--- src/rtl/ram_bb_pkg.sv ---
// Shared constants, header field positions and loader state encoding for the
// CA/MSG bit-RAM write front end.
package ram_bb_pkg;

    localparam logic [7:0]  SYNC      = 8'hA5;
    localparam int          N_CH      = 8;
    localparam int          DELAY_W   = 10;
    localparam logic [15:0] CA_WORDS  = 16'd32;
    localparam logic [15:0] MSG_WORDS = 16'd47;
    localparam logic [9:0]  DELAY_MAX = 10'd1022;

    localparam logic [1:0] TYPE_CA    = 2'd0;
    localparam logic [1:0] TYPE_MSG   = 2'd1;
    localparam logic [1:0] TYPE_DELAY = 2'd2;

    localparam int SYNC_HI = 31;
    localparam int SYNC_LO = 24;
    localparam int TYPE_HI = 23;
    localparam int TYPE_LO = 20;
    localparam int CH_HI   = 19;
    localparam int CH_LO   = 16;
    localparam int LEN_HI  = 15;
    localparam int LEN_LO  = 0;

    typedef enum logic [1:0] {
        HUNT    = 2'd0,
        LOAD    = 2'd1,
        DISCARD = 2'd2,
        DONE    = 2'd3
    } loader_state_e;

    function automatic logic [9:0] sat_delay(input logic [9:0] v);
        return (v > DELAY_MAX) ? DELAY_MAX : v;
    endfunction

endpackage

--- src/rtl/ram_bb_hdr_check.sv ---
// Combinational header decode: splits the word into fields and flags whether
// it describes one of the three legal frame shapes.
module ram_bb_hdr_check
    import ram_bb_pkg::*;
(
    input  logic [31:0] hdr,
    output logic        sync_ok,
    output logic [1:0]  typ,
    output logic [2:0]  ch,
    output logic [15:0] len,
    output logic        legal
);

    logic [3:0] typ_f;
    logic [3:0] ch_f;
    logic       len_ok;

    always_comb begin
        typ_f   = hdr[TYPE_HI:TYPE_LO];
        ch_f    = hdr[CH_HI:CH_LO];
        len     = hdr[LEN_HI:LEN_LO];
        typ     = typ_f[1:0];
        ch      = ch_f[2:0];
        sync_ok = (hdr[SYNC_HI:SYNC_LO] == SYNC);
        len_ok  = 1'b0;
        case (typ_f[1:0])
            TYPE_CA:    len_ok = (len == CA_WORDS);
            TYPE_MSG:   len_ok = (len == MSG_WORDS);
            TYPE_DELAY: len_ok = (len == 16'd1);
            default:    len_ok = 1'b0;
        endcase
        legal = sync_ok && (typ_f[3:2] == 2'b00) && (ch_f < 4'(N_CH)) && len_ok;
    end

endmodule

--- src/rtl/ram_bb_loader.sv ---
// Parses the USB3 slave-FIFO word stream into CA/MSG RAM writes and per-channel
// code-delay updates; malformed input is counted and skipped.
module ram_bb_loader
    import ram_bb_pkg::*;
(
    input  logic                      clk,
    input  logic                      rst,
    input  logic [31:0]               in_data,
    input  logic                      in_valid,
    output logic                      in_ready,
    output logic [31:0]               data,
    output logic [15:0]               wren,
    output logic [4:0]                wraddress_ca,
    output logic [5:0]                wraddress_msg,
    output logic [N_CH*DELAY_W-1:0]   delay_ca,
    output logic                      frame_done,
    output logic                      frame_err,
    output logic [7:0]                err_cnt,
    output loader_state_e             state_dbg
);

    // Handshake: a word moves when in_valid && in_ready in the same cycle;
    // in_valid may drop at any time, in_ready is low in DONE and during reset.

    loader_state_e state;
    logic [1:0]    cur_type;
    logic [2:0]    cur_ch;
    logic [5:0]    idx;
    logic [5:0]    last_idx;
    logic [15:0]   remaining;
    logic          accept;

    logic          hdr_sync_ok;
    logic [1:0]    hdr_type;
    logic [2:0]    hdr_ch;
    logic [15:0]   hdr_len;
    logic          hdr_legal;

    ram_bb_hdr_check u_hdr_check (
        .hdr     (in_data),
        .sync_ok (hdr_sync_ok),
        .typ     (hdr_type),
        .ch      (hdr_ch),
        .len     (hdr_len),
        .legal   (hdr_legal)
    );

    assign in_ready  = !rst && (state != DONE);
    assign accept    = in_valid && in_ready;
    assign state_dbg = state;
    assign last_idx  = (cur_type == TYPE_MSG) ? 6'(MSG_WORDS - 16'd1) : 6'(CA_WORDS - 16'd1);

    always_ff @(posedge clk) begin
        if (rst) begin
            state         <= HUNT;
            cur_type      <= TYPE_CA;
            cur_ch        <= '0;
            idx           <= '0;
            remaining     <= '0;
            data          <= '0;
            wren          <= '0;
            wraddress_ca  <= '0;
            wraddress_msg <= '0;
            delay_ca      <= '0;
            frame_done    <= 1'b0;
            frame_err     <= 1'b0;
            err_cnt       <= '0;
        end else begin
            wren       <= '0;
            frame_done <= 1'b0;
            frame_err  <= 1'b0;
            case (state)
                HUNT: begin
                    if (accept) begin
                        if (!hdr_sync_ok) begin
                            err_cnt <= (err_cnt == 8'hFF) ? err_cnt : err_cnt + 8'd1;
                        end else if (hdr_legal) begin
                            cur_type      <= hdr_type;
                            cur_ch        <= hdr_ch;
                            idx           <= '0;
                            wraddress_ca  <= '0;
                            wraddress_msg <= '0;
                            state         <= LOAD;
                        end else begin
                            frame_err <= 1'b1;
                            err_cnt   <= (err_cnt == 8'hFF) ? err_cnt : err_cnt + 8'd1;
                            if (hdr_len != 16'd0) begin
                                remaining <= hdr_len;
                                state     <= DISCARD;
                            end
                        end
                    end
                end
                LOAD: begin
                    if (accept) begin
                        data <= in_data;
                        if (cur_type == TYPE_DELAY) begin
                            for (int k = 0; k < N_CH; k++) begin
                                if (cur_ch == 3'(k))
                                    delay_ca[k*DELAY_W +: DELAY_W] <= sat_delay(in_data[9:0]);
                            end
                            frame_done <= 1'b1;
                            state      <= DONE;
                        end else begin
                            // MSG enables sit 8 bits above the CA enables.
                            wren          <= 16'd1 << {cur_type[0], cur_ch};
                            wraddress_ca  <= idx[4:0];
                            wraddress_msg <= idx;
                            idx           <= idx + 6'd1;
                            if (idx == last_idx) begin
                                frame_done <= 1'b1;
                                state      <= DONE;
                            end
                        end
                    end
                end
                DISCARD: begin
                    if (accept) begin
                        remaining <= remaining - 16'd1;
                        if (remaining == 16'd1)
                            state <= HUNT;
                    end
                end
                DONE: begin
                    state <= HUNT;
                end
                default: state <= HUNT;
            endcase
        end
    end

endmodule

--- config.mk ---
export PLATFORM = sky130hd
export DESIGN_NAME = ram_bb_loader
export DESIGN_NICKNAME = d
export VERILOG_FILES = /design/src/rtl/ram_bb_pkg.sv /design/src/rtl/ram_bb_hdr_check.sv /design/src/rtl/ram_bb_loader.sv
export SDC_FILE = /design/constraint.sdc
export NUM_CORES = 1
export LEC_CHECK = 0
export CORE_MARGIN = 3
export CORE_UTILIZATION = 52
export DETAILED_ROUTE_END_ITERATION = 12
export HOLD_SLACK_MARGIN = 0.12
export PLACE_DENSITY = 0.91
export REMOVE_ABC_BUFFERS = 1
export SKIP_CTS_REPAIR_TIMING = 1
export SYNTH_ARGS = -nofsm -noshare
export SYNTH_HDL_FRONTEND = slang
export SYNTH_SLANG_ARGS = --single-unit
--- constraint.sdc ---
create_clock -name clk -period 6.2 [get_ports clk]
set_clock_uncertainty 0.2 [all_clocks]
set_input_delay 1.24 -clock clk [delete_from_list [all_inputs] [get_ports clk]]
set_output_delay 1.24 -clock clk [all_outputs]
set_load 0.05 [all_outputs]
==> results.sh <==
export IMPL_run_status="finished clean"
export IMPL_synthTopCellsByCount="dfxtp_1 (173), nand2_1 (170), a21oi_1 (97), nor2_1 (86), mux2i_1 (49)"
export IMPL_holdPathEnd="delay_ca[44]"
export IMPL_p_int_mw=1.72
export IMPL_critPathKind="in2out"
export IMPL_synthCells=831
export IMPL_holdPathStages=2
export IMPL_yosys_warnings=0
export IMPL_endpoint_kind="primary output"
export IMPL_r2r_end="remaining[10]"
export IMPL_cts_sinks=173
export IMPL_nFillCells=945
export IMPL_synth_seq_cells=173
export IMPL_portBuffers=186
export IMPL_synthToLayoutAreaGrowth_pct=34.8
export IMPL_via_per_inst=5.73
export IMPL_synth_edf_count=0
export IMPL_syn_avg_cell_area_um2=8.58
export IMPL_period_share=0.638
export IMPL_hpwl_mm=13.9
export IMPL_num_rows=42
export IMPL_gp_routability_congestion=0.836
export IMPL_grt_pass1_vias=6404
export IMPL_holdCritPathClass="reg2reg"
export IMPL_fin_crit_ps=3950
export IMPL_synth_top_flop_cell="dfxtp_1"
export IMPL_async_reset_ff_frac=0
export IMPL_required_ps=4760
export IMPL_power_leakage_nw=3.25
export IMPL_path_clk_slew_ps=60
export IMPL_setup_tns_ps=0
export IMPL_rsz0062_at_grt="no"
export IMPL_critPathMaxStageDelay_ps=820
export IMPL_seq_power_share=0.497
export IMPL_relSlewSlack=0.333
export IMPL_dieArea_um2=15200
export IMPL_synth_most_common_cell="dfxtp_1"
export IMPL_synth_area_leader_cell="dfxtp_1"
export IMPL_coreArea_um2=13300
export IMPL_pwr_share_comb=0.041
export IMPL_fmaxAchievable_mhz=253
export IMPL_pwr_density_cell_nw_per_um2=233
export IMPL_drt_iter0_markers=700
export IMPL_ys_types=71
export IMPL_path_cells="buf_4 > a21oi_1 > clkdlybuf4s50_1"
export IMPL_worst_setup_path_start_kind="input port"
export IMPL_cts_tree="yes"
export IMPL_cts_inserted_buffers=17
export IMPL_grt_overflow_total=0
export IMPL_ant_nets=0
export IMPL_wl_mm=21.0
export IMPL_worst_pin_slew_ps=991
export IMPL_syn_area_um2=7130
export IMPL_grt_first_pass_wirelength_mm=33.0
export IMPL_fp_dieW_um=123
export IMPL_nNetsFinal=1030
export IMPL_rrSetupSlack_ps=3440
export IMPL_antenna_found_initial=0
export IMPL_p_sw_mw=0.516
export IMPL_route_detailed_drc=0
export IMPL_p_clk_frac=0.462
export IMPL_htreeDepth=4
export IMPL_clk_insertion_delay_late_ps=430
export IMPL_cp_slowest_cell="clkdlybuf4s50_1"
export IMPL_cts_root_buffer="clkbuf_16"
export IMPL_reg2reg_from="state_dbg[1]"
export IMPL_cts_buffer_depth=2
export IMPL_drive_gt1_frac=0.0640
export IMPL_multi_input_area_um2=3410
export IMPL_die_h_um=123
export IMPL_ir_drop_v=0.000178
export IMPL_path_max_fanout=47
export IMPL_wl_per_cell_um=17.9
export IMPL_seqCellArea_um2=3460
export IMPL_setup_viol=0
export IMPL_synth_top_area_frac=0.486
export IMPL_utilization=0.720
export IMPL_num_antenna_cells=0
export IMPL_arrival_ps=2510
export IMPL_dr_total_vias=6737
export IMPL_swShare=0.231
export IMPL_grt_max_degree=98
export IMPL_initial_utilization=0.534
export IMPL_drv_slew=0
export IMPL_track_usage=0.277
export IMPL_max_cap_violations=0
export IMPL_hold_viol=0
export IMPL_ys_seq_area_frac=0.486
export IMPL_dr_pass1_iters=5
export IMPL_ios=187
export IMPL_min_from="delay_ca[44]"
export IMPL_ys_top_cells_by_area="dfxtp_1 (49%), nand2_1 (8.9%), mux2i_1 (6.9%)"
export IMPL_reg2reg_depth=5
-- cell families after synthesis --
kind of cell / Yosys count / synth area share
xor+xnor: 3 / 0.00369
compound gates: 176 / 0.156
simple gates: 356 / 0.234
mux: 50 / 0.0704
buf+inv: 66 / 0.0383
fa+ha+maj: 7 / 0.0123
flops: 173 / 0.486
-- routing by layer --
metal / GRT usage / share of wire / up-vias
met1: 0.344 / 0.40 / 3179
met3: 0.0682 / 0.090 / 47
met2: 0.464 / 0.48 / 318
met5: 0 / 0 / -
met4: 0.109 / 0.027 / 0
li1: - / - / 3193
-- per-stage QoR --
step	cells	power (mW)	instance area [µm²]	hold slack, ps	worst slack [ps]
finish	1176	2.24	9610	253	2250
global route	1176	2.30	9610	267	2100
CTS	1176	2.24	9610	252	2250
detailed placement	1145	1.23	9050	245	1980
global placement	1145	1.23	9050	237	2030
floorplan	776	1.16	6900	250	464
-- how the worst max path moves through the flow --
stage                    endpoint  startpoint  slack [ps]
floorplan             delay_ca[0]         rst         460
global placement     remaining[0]  in_data[4]        2030
detailed placement   remaining[0]  in_data[4]        1980
CTS                      in_ready         rst        2250
global route        remaining[11]  in_data[6]        2100
finish                   in_ready         rst        2250
-- state kept, by name, summed over array words and instances (netlist names) --
register	count
data	32
cur_ch	3
wraddress_msg	2
idx	6
frame_err	1
wren	16
state_dbg	2
frame_done	1
cur_type	2
delay_ca	80
wraddress_ca	4
remaining	16
err_cnt	8
-- power by group through the flow --
stage | combinational (mW) | sequential [mW] | clock (mW)
floorplan | 0.0231 | 1.14 | 0
global placement | 0.0894 | 1.14 | 0
detailed placement | 0.0899 | 1.14 | 0
CTS | 0.0905 | 1.11 | 1.04
global route | 0.0977 | 1.11 | 1.09
finish | 0.0925 | 1.11 | 1.03
-- critical path, delay by kind of cell --
family / cells / cell delay (ps)
buffers and inverters: 2 / 1080
AO/OA/AOI/OAI: 1 / 180
-- layout make-up --
class                           count  area share
Clock buffer                       20      0.0475
Clock inverter                     11      0.0112
Inverter                           11     0.00430
Multi-Input combinational cell    592       0.355
Sequential cell                   173       0.360
Tap cell                          176      0.0229
Timing Repair Buffer              193       0.199
-- cell usage in the layout (no fill, tap or decap), drive strengths merged, types with 3 or more instances in the layout --
cell	count
nor2	91
or3	6
a211oi	5
buf	8
nor2b	4
o311ai	7
o21ai	16
or2	6
or4	4
a21oi	98
clkinv	5
dfxtp	173
o32ai	3
clkdlybuf4s50	185
nand3b	3
and3	9
nand2	170
nor3	12
a221oi	3
a22oi	4
clkbuf	20
ha	7
o31ai	8
nor4	7
a22o	7
nand3	17
inv	15
o211ai	3
nand2b	8
nand4	5
mux2i	49
Power figures use the tool's default switching activity.
